File: src/rtl/muldiv_pkg.sv
// rtl/muldiv_pkg.sv - shared encodings for the EX-stage multiply/divide sequencer
package muldiv_pkg;

    localparam int MULDIV_WIDTH = 32;

    typedef enum logic [1:0] {
        OP_MULT  = 2'b00,
        OP_MULTU = 2'b01,
        OP_DIV   = 2'b10,
        OP_DIVU  = 2'b11
    } muldiv_op_e;

    typedef enum logic [1:0] {
        IDLE = 2'b00,
        ITER = 2'b01,
        FIX  = 2'b10
    } muldiv_state_e;

endpackage

File: src/rtl/muldiv_step.sv
// rtl/muldiv_step.sv - one radix-2 shift-add (multiply) or restoring shift-subtract (divide) step
module muldiv_step #(
    parameter int WIDTH = 32
) (
    input  logic [2*WIDTH-1:0] acc,
    input  logic [WIDTH-1:0]   operand,
    input  logic               is_div,
    output logic [2*WIDTH-1:0] acc_nxt
);

    logic [WIDTH:0]   mul_sum;
    logic [WIDTH-1:0] rem_sh;
    logic [WIDTH-1:0] diff;
    logic             borrow;
    logic             ge;

    always_comb begin
        mul_sum = {1'b0, acc[2*WIDTH-1:WIDTH]} + (acc[0] ? {1'b0, operand} : {(WIDTH+1){1'b0}});

        // The shifted-out remainder MSB means the trial value is >= 2**WIDTH, so it always subtracts
        // and the low WIDTH bits of the difference are exact.
        rem_sh           = acc[2*WIDTH-2:WIDTH-1];
        {borrow, diff}   = {1'b0, rem_sh} - {1'b0, operand};
        ge               = acc[2*WIDTH-1] | ~borrow;

        if (is_div) begin
            acc_nxt = {(ge ? diff : rem_sh), acc[WIDTH-2:0], ge};
        end else begin
            acc_nxt = {mul_sum, acc[WIDTH-1:1]};
        end
    end

endmodule

File: src/rtl/ex_muldiv_seq.sv
// rtl/ex_muldiv_seq.sv - iterative MULT/MULTU/DIV/DIVU sequencer owning HI/LO, with pipeline stall
module ex_muldiv_seq
    import muldiv_pkg::*;
#(
    parameter int WIDTH = MULDIV_WIDTH,
    parameter int CNT_W = 5
) (
    input  logic             clk,
    input  logic             reset,
    input  logic             start,
    input  logic [1:0]       op,
    input  logic [WIDTH-1:0] rs_val,
    input  logic [WIDTH-1:0] rt_val,
    input  logic             flush,
    input  logic             hilo_rd,
    input  logic             wr_hi,
    input  logic             wr_lo,
    input  logic [WIDTH-1:0] wdata,
    output logic             busy,
    output logic             stall,
    output logic             done,
    output logic             div_zero,
    output logic [WIDTH-1:0] hi,
    output logic [WIDTH-1:0] lo
);

    muldiv_state_e state, state_nxt;

    logic [CNT_W-1:0]   cnt;
    logic               is_div_q;
    logic               sign_res_q;
    logic               sign_rem_q;
    logic               b_zero_q;
    logic [WIDTH-1:0]   opnd_q;
    logic [2*WIDTH-1:0] acc_q;
    logic [2*WIDTH-1:0] acc_step;

    logic               is_signed;
    logic               rs_neg;
    logic               rt_neg;
    logic [WIDTH-1:0]   rs_mag;
    logic [WIDTH-1:0]   rt_mag;
    logic               accept;
    logic               last_iter;
    logic [WIDTH-1:0]   quot;
    logic [WIDTH-1:0]   rem;

    assign is_signed = ~op[0];
    assign rs_neg    = is_signed & rs_val[WIDTH-1];
    assign rt_neg    = is_signed & rt_val[WIDTH-1];
    assign rs_mag    = rs_neg ? (~rs_val + 1'b1) : rs_val;
    assign rt_mag    = rt_neg ? (~rt_val + 1'b1) : rt_val;
    assign accept    = (state == IDLE) & start & ~flush;
    assign last_iter = (cnt == CNT_W'(WIDTH-1));
    assign quot      = acc_q[WIDTH-1:0];
    assign rem       = acc_q[2*WIDTH-1:WIDTH];

    assign busy  = (state != IDLE);
    assign stall = busy & (start | hilo_rd | wr_hi | wr_lo);

    muldiv_step #(.WIDTH(WIDTH)) u_step (
        .acc     (acc_q),
        .operand (opnd_q),
        .is_div  (is_div_q),
        .acc_nxt (acc_step)
    );

    always_ff @(posedge clk or negedge reset) begin
        if (!reset) begin
            state <= IDLE;
        end else begin
            state <= state_nxt;
        end
    end

    always_comb begin
        state_nxt = state;
        case (state)
            IDLE:    if (accept) state_nxt = ITER;
            ITER:    if (flush) state_nxt = IDLE;
                     else if (last_iter) state_nxt = FIX;
            FIX:     state_nxt = IDLE;
            default: state_nxt = IDLE;
        endcase
    end

    always_ff @(posedge clk or negedge reset) begin
        if (!reset) begin
            cnt        <= '0;
            is_div_q   <= 1'b0;
            sign_res_q <= 1'b0;
            sign_rem_q <= 1'b0;
            b_zero_q   <= 1'b0;
            opnd_q     <= '0;
            acc_q      <= '0;
            hi         <= '0;
            lo         <= '0;
            done       <= 1'b0;
            div_zero   <= 1'b0;
        end else begin
            done <= 1'b0;
            case (state)
                IDLE: begin
                    if (wr_hi) hi <= wdata;
                    if (wr_lo) lo <= wdata;
                    if (accept) begin
                        is_div_q   <= op[1];
                        sign_res_q <= rs_neg ^ rt_neg;
                        sign_rem_q <= rs_neg;
                        b_zero_q   <= (rt_val == '0);
                        // Low half holds the multiplier (mul) or the dividend bits still to shift in (div).
                        opnd_q     <= op[1] ? rt_mag : rs_mag;
                        acc_q      <= {{WIDTH{1'b0}}, (op[1] ? rs_mag : rt_mag)};
                        cnt        <= '0;
                    end
                end
                ITER: begin
                    if (!flush) begin
                        acc_q <= acc_step;
                        cnt   <= cnt + 1'b1;
                    end
                end
                FIX: begin
                    if (!flush) begin
                        done <= 1'b1;
                        if (is_div_q) begin
                            div_zero <= b_zero_q;
                            lo       <= b_zero_q ? {WIDTH{1'b1}} : (sign_res_q ? (~quot + 1'b1) : quot);
                            hi       <= sign_rem_q ? (~rem + 1'b1) : rem;
                        end else begin
                            {hi, lo} <= sign_res_q ? (~acc_q + 1'b1) : acc_q;
                        end
                    end
                end
                default: ;
            endcase
        end
    end

endmodule

File: config.mk
export PLATFORM = sky130hd
export DESIGN_NAME = ex_muldiv_seq
export DESIGN_NICKNAME = d
export VERILOG_FILES = /design/src/rtl/muldiv_pkg.sv /design/src/rtl/muldiv_step.sv /design/src/rtl/ex_muldiv_seq.sv
export SDC_FILE = /design/constraint.sdc
export NUM_CORES = 1
export LEC_CHECK = 0
export CAP_MARGIN = 10
export CORE_AREA = 2 2 239 194
export CTS_BUF_LIST = sky130_fd_sc_hd__clkbuf_8
export DETAILED_ROUTE_END_ITERATION = 7
export DIE_AREA = 0 0 241 196
export GPL_TIMING_DRIVEN = 1
export HOLD_SLACK_MARGIN = 0.05
export PLACE_DENSITY = 0.52
export SLEW_MARGIN = 0
export SYNTH_ARGS = -nofsm -noshare
export SYNTH_HDL_FRONTEND = slang
export SYNTH_SLANG_ARGS = --single-unit
File: constraint.sdc
create_clock -name clk -period 6.7 [get_ports clk]
set_input_delay 1.675 -clock clk [delete_from_list [all_inputs] [get_ports clk]]
set_output_delay 1.675 -clock clk [all_outputs]
set_load 0.03 [all_outputs]
Word level (Yosys, flattened, before mapping). Index checks and enable logic that the tools add are counted.

Register bits: 173. Input port bits: 105. Output and inout bits: 68. Word-level logic and storage cells: 89.

$add $sub $neg: 8. Equality and inequality tests: 9. Muxes and demuxes: 31. Bitwise operators: 18. Reduce and logical (&&, ||, !) cells: 11.

Operator list (count): 2-to-1 mux 32 bit (15); 2-to-1 mux 64 bit (4); adder 32 x 1 -> 32 bit (second input constant) (4); NOT 32 bit (4); one-hot mux 32 bit (2 select lines) (2); one-hot mux 64 bit (2 select lines) (1); adder 64 x 1 -> 64 bit (second input constant) (1); NOT 64 bit (1); adder 32 x 33 -> 33 bit (1); subtractor 32 x 32 -> 33 bit (1); logical NOT 32 bit (1); AND reduction 3 bit (4); 2-to-1 mux 5 bit (2); inequality test 2 bit (second input constant) (5); one-hot mux 5 bit (2 select lines) (1); 2-to-1 mux 2 bit (3); nonzero test 2 bit (3); adder 5 x 1 -> 5 bit (second input constant) (1); AND 1 bit (5); equality test 5 bit (second input constant) (1); OR 1 bit (4); one-hot mux 2 bit (2 select lines) (1); AND reduction 2 bit (2); inequality test 3 bit (second input constant) (1); 6 further kinds (9).

Logic depth before layout (Yosys ltp).
Word-level depth: 7. Gate-level depth with buffers: 13. Depth with buffers taken out: 12.

Cells and area by module. From an unflattened synthesis, not the netlist that was laid out.

Cell total of the unflattened synthesis: 1932. Area, all modules: 15446.1 um^2.

Modules (own cells, without submodules): ex_muldiv_seq (instances 1, cells each 1268, area each 10811.6 um^2, seq. area each 4329.2 um^2); muldiv_step (instances 1, cells each 664, area each 4634.4 um^2, seq. area each 0.0 um^2).

Worst setup path after synthesis. No wires, ideal clock.

Path type: input -> output. Start point: input port wr_hi. End point: output port stall. Arrival: 2.109 ns. Data required time: 5.025 ns. Path slack: 2.916 ns. Stages on the path: 2. Path buffers: 0. Cell sequence: nor4_1 > nor2_1.

Longest elaborated chain between the ends: 3.

Ends and longest elaborated chain: start: declaration (RTL line ex_muldiv_seq.sv:16) `input logic wr_hi,`; OR 1 bit (2 in a row) (RTL line ex_muldiv_seq.sv:59) `assign stall = busy & (start | hilo_rd | wr_hi | wr_lo);`; AND 1 bit (RTL line ex_muldiv_seq.sv:59); end: declaration (RTL line ex_muldiv_seq.sv:20) `output logic stall,`.

No other way between the ends.

Worst setup path in the final report. Same ends and word-level chain as after synthesis.

==> results by stage <==
Run status:
- The run finished with clean final reports.

Die:
- The die is 196 um tall.
- In this run the count of I/O pins placed on the die edge is between 150 and 200.
- The standard-cell row count is 70.
- The floorplan step defined a die boundary enclosing between 40000 and 50000 um2.
- The initial utilization of the core area, before any placement, comes to between 30% and 40%.
- The core region is about 45000 um2.
- The overall die width is 241 um.

Yosys:
- In the synthesized netlist the dominant register cell turns out to be sky130_fd_sc_hd__dfrtp_1.
- The post-synth design cell area is between 15000 and 20000 um2.
- Synthesis produced a netlist whose cell count is around 2000.
- The sequential cell area fraction in the yosys report is 27.9%.
- After synthesis, the mean cell area works out to just under 8 um2.
- The Yosys step of the flow raised 0 warnings.
- For this run, asynchronously set or reset flops after synthesis account for 100%.
- After synthesis, the cell types taking the most area are sky130_fd_sc_hd__dfrtp_1 (28%), sky130_fd_sc_hd__a21oi_1 (6.1%), sky130_fd_sc_hd__ha_1 (5.6%).
- The number of synthesized register bits is between 150 and 200.
- The area share of the leading cell type in the synthesized netlist is 27.9%.
- Counting flops with a built-in enable in the synthesized netlist gives 0.
- The count of unique library cells instantiated by Yosys is 90.
- The cell accounting for the most synthesized area is sky130_fd_sc_hd__dfrtp_1.
- Counting every net in the synthesized netlist gives between 2000 and 2500.

Clock tree:
- The later-pin clock latency in the skew report is around 530 ps.
- The post-CTS repair timing setup buffer count is 0.
- In this run, post-CTS repair resized a total of 0 instances.
- The number of sinks on the clock net is between 150 and 200.
- The H-tree generated during clock tree synthesis spans 4 levels.
- TritonCTS built the clock tree.
- The clock-pin transition on the worst setup and hold timing paths is ~100 ps.
- After clock tree synthesis, the flow added hold-fix buffers numbering 0.
- The number of buffers created by CTS is 17.
- The library cell used as clock root buffer is sky130_fd_sc_hd__clkbuf_8.
- In this run the deepest clock path goes through 2 buffers.

STA:
- The headroom to the max-slew limit is approximately a fifth.
- Counting I/O delays and the setup requirement, the final critical path takes slightly below 5000 ps.
- The number of hold violations in the final report is 0.
- The portion of the clock cycle consumed by the worst path in the final layout is between 70 and 80%.
- The highest clock frequency the design can meet is between 200 and 250 MHz.
- At the pin with the least slew margin, the transition time is roughly 1200 ps.
- Across all hold checks on the routed design, the worst slack comes to around 500 ps.
- The clock skew is roughly 26 ps.
- The final count of pins violating max slew came to 0.
- Setup violations remaining at the end of the flow were counted as 0.
- Setup repair after global routing left no endpoint under its margin.
- After routing, the total negative slack on setup checks comes to 0 ps.

Global routing:
- For this run the aggregate overflow at the end of global routing stands at 0.
- The pin count of the biggest net entering global routing is 100.
- The global-route wire length before repair is about 94 mm.
- The total track usage is between 20% and 30%.
- The initial antenna violation count is 1.
- The number of global-route vias before repair is ~15000.

Placed design:
- In this run, placement finished with an instance count of around 2700.
- Detailed placement ended at an HPWL of 48.6 mm.
- The congestion estimate from routability-driven global placement came to about 0.95.
- In this run the tool buffered the top-level ports with 172 buffer cells.

Power:
- Sequential cells account for 27.4% of the total power.
- Summing internal, switching and leakage power gives around 0.0065 W.
- The cell-internal power is around 0.0032 W.
- The cell leakage power is between 7 and 8 nW.
- The power density over cell area is 361 nW/um2.
- The worst supply voltage drop on vdd is between 0.2 and 0.25 mV.
- The clock network burns between 10% and 20% of the power.
- For this design the total switching power over the nets is between 0.003 and 0.004 W.
- Combinational cells account for between 50% and 60% of the total power.
- In this run switching power makes up between 50% and 60% of total power.

Hold path:
- In this run the most critical hold path is launched from lo[10].
- The classification of the worst-slack hold path is register to register.

Setup path:
- Data on the critical path arrives at its endpoint at ~3200 ps.
- The critical path is of the input pin to primary output type.
- The critical path data required time is ~5000 ps.
- The type of element launching the critical path is an input pin.
- The timing startpoint of the critical path is wr_hi.
- STA classifies the critical path endpoint as a primary output.
- The launch instance of the worst register-to-register path is acc_q[31].
- The maximum fanout along the worst path is 3.

Routing:
- The first detailed-routing pass ran for 5 iterations.
- After detailed routing, the average wire length per cell comes to 23.2 um.
- The count of nets left with antenna violations after detail routing is 0.
- In the routed design, unresolved DRC markers number 0.
- The routed metal-1 wire length is between 30 and 40 mm.
- The ratio of routed vias to standard cells is approximately 5.8.
- The total length of routed met2 wires is 25.8 mm.
- Routed signal wires occupy layers up through met5.
- Wire segments on met3 add up to 4.86 mm in the final route.
- Summed over all layers, the routed wires come to 62.7 mm.
- Across all layers, the routed design uses 15800 vias.
- In this run, the number of DRC markers left after iteration 0 of detailed routing was 1579.

Final layout:
- Leaving out fill and tap cells, the most frequent cell in the layout is sky130_fd_sc_hd__nand2_1.
- In the layout the commonest cells are sky130_fd_sc_hd__nand2_1 (202), sky130_fd_sc_hd__nor2_1 (195), sky130_fd_sc_hd__a21oi_1 (187), sky130_fd_sc_hd__dfrtp_1 (172), sky130_fd_sc_hd__clkdlybuf4s50_1 (170).
- The repair_antennas step left the layout with diodes totalling 0.
- The share of the core filled with cells in the final layout is between 40% and 50%.
- The synthesis-to-finish area growth is 16.7%.
- The count of cells in the finished layout, fillers not included, comes to approximately 2700.
- After the last flow step, the layout net total stands at roughly 2300.
- The post-route netlist has roughly 4.7% of its cells at a drive strength greater than 1.

Flow run:
- The max-cap violation count is 0.
==> cells by family after synthesis <==
family,after synthesis,share of synthesized area [%]
flip-flops,173,27.9
XOR/XNOR,154,8.69
AND/OR/NAND/NOR,673,21.4
buffers and inverters,194,4.90
multiplexers,64,4.22
adder cells (fa/ha/maj),72,5.90
AO/OA/AOI/OAI,671,27.0
==> cells in the mapped netlist, drive strengths merged, types with 32 or more instances <==
| cell type | instances |
|---|---|
| a21oi | 189 |
| a31oi | 32 |
| and3 | 34 |
| clkbuf | 105 |
| dfrtp | 173 |
| ha | 70 |
| inv | 66 |
| mux2i | 53 |
| nand2 | 204 |
| nand3 | 40 |
| nor2 | 197 |
| nor3 | 42 |
| o21ai | 197 |
| xnor2 | 91 |
| xor2 | 63 |
==> final cells by class <==
class,instances,area [um2]
inverters,66,248
repair buffers,192,1880
fillers,4693,26900
flip-flops and latches,173,4330
clock inverters,14,185
well taps,612,766
clock buffers,17,234
multi-input cells,1634,10500
==> layer usage <==
layer | vias up | GRT usage, %
li1 | 7464 | -
met5 | - | 0
met4 | 2 | 6.70
met3 | 66 | 4.88
met2 | 607 | 38.0
met1 | 7629 | 40.1
==> worst max-delay path, cell delays in order <==
cell and delay, ps:
sky130_fd_sc_hd__clkdlybuf4s50_1 470, sky130_fd_sc_hd__nor4_1 330, sky130_fd_sc_hd__nor2_1 60, sky130_fd_sc_hd__clkdlybuf4s50_1 610
==> metrics by stage <==
stage                     setup WS (ps)  cell area, um2
after floorplan                    2920           15500
after global placement             1850           17700
after detailed placement           1780           17700
after CTS                          1880           18100
after global routing               1800           18100
final                              1870           18100
==> flip-flops by register name, summed over array words and instances (netlist names) <==
signal	cells
cnt	5
hi	32
done	1
acc_q	64
lo	32
sign_res_q	1
state	2
div_zero	1
sign_rem_q	1
is_div_q	1
b_zero_q	1
opnd_q	32
==> worst paths after layout <==
path	slack [ps]	to	cells after the start
max in group asynchronous	4440	acc_q[44]	2
hold reg to reg	490	lo[10]	2
hold / removal	490	lo[10]	2
min in group asynchronous	1180	lo[10]	1
setup reg to reg	2330	acc_q[63]	11
setup / recovery	1870	stall	4
==> power by group through the flow <==
stage                     Sequential [W]  Clock [W]  Combinational [W]
after floorplan                  0.00166          0            0.00275
after global placement           0.00179          0            0.00381
after detailed placement         0.00180          0            0.00383
after CTS                        0.00178   0.000846            0.00385
after global routing             0.00183   0.000895            0.00429
final                            0.00179   0.000831            0.00391
No activity file was read; power rests on OpenSTA's default activity.
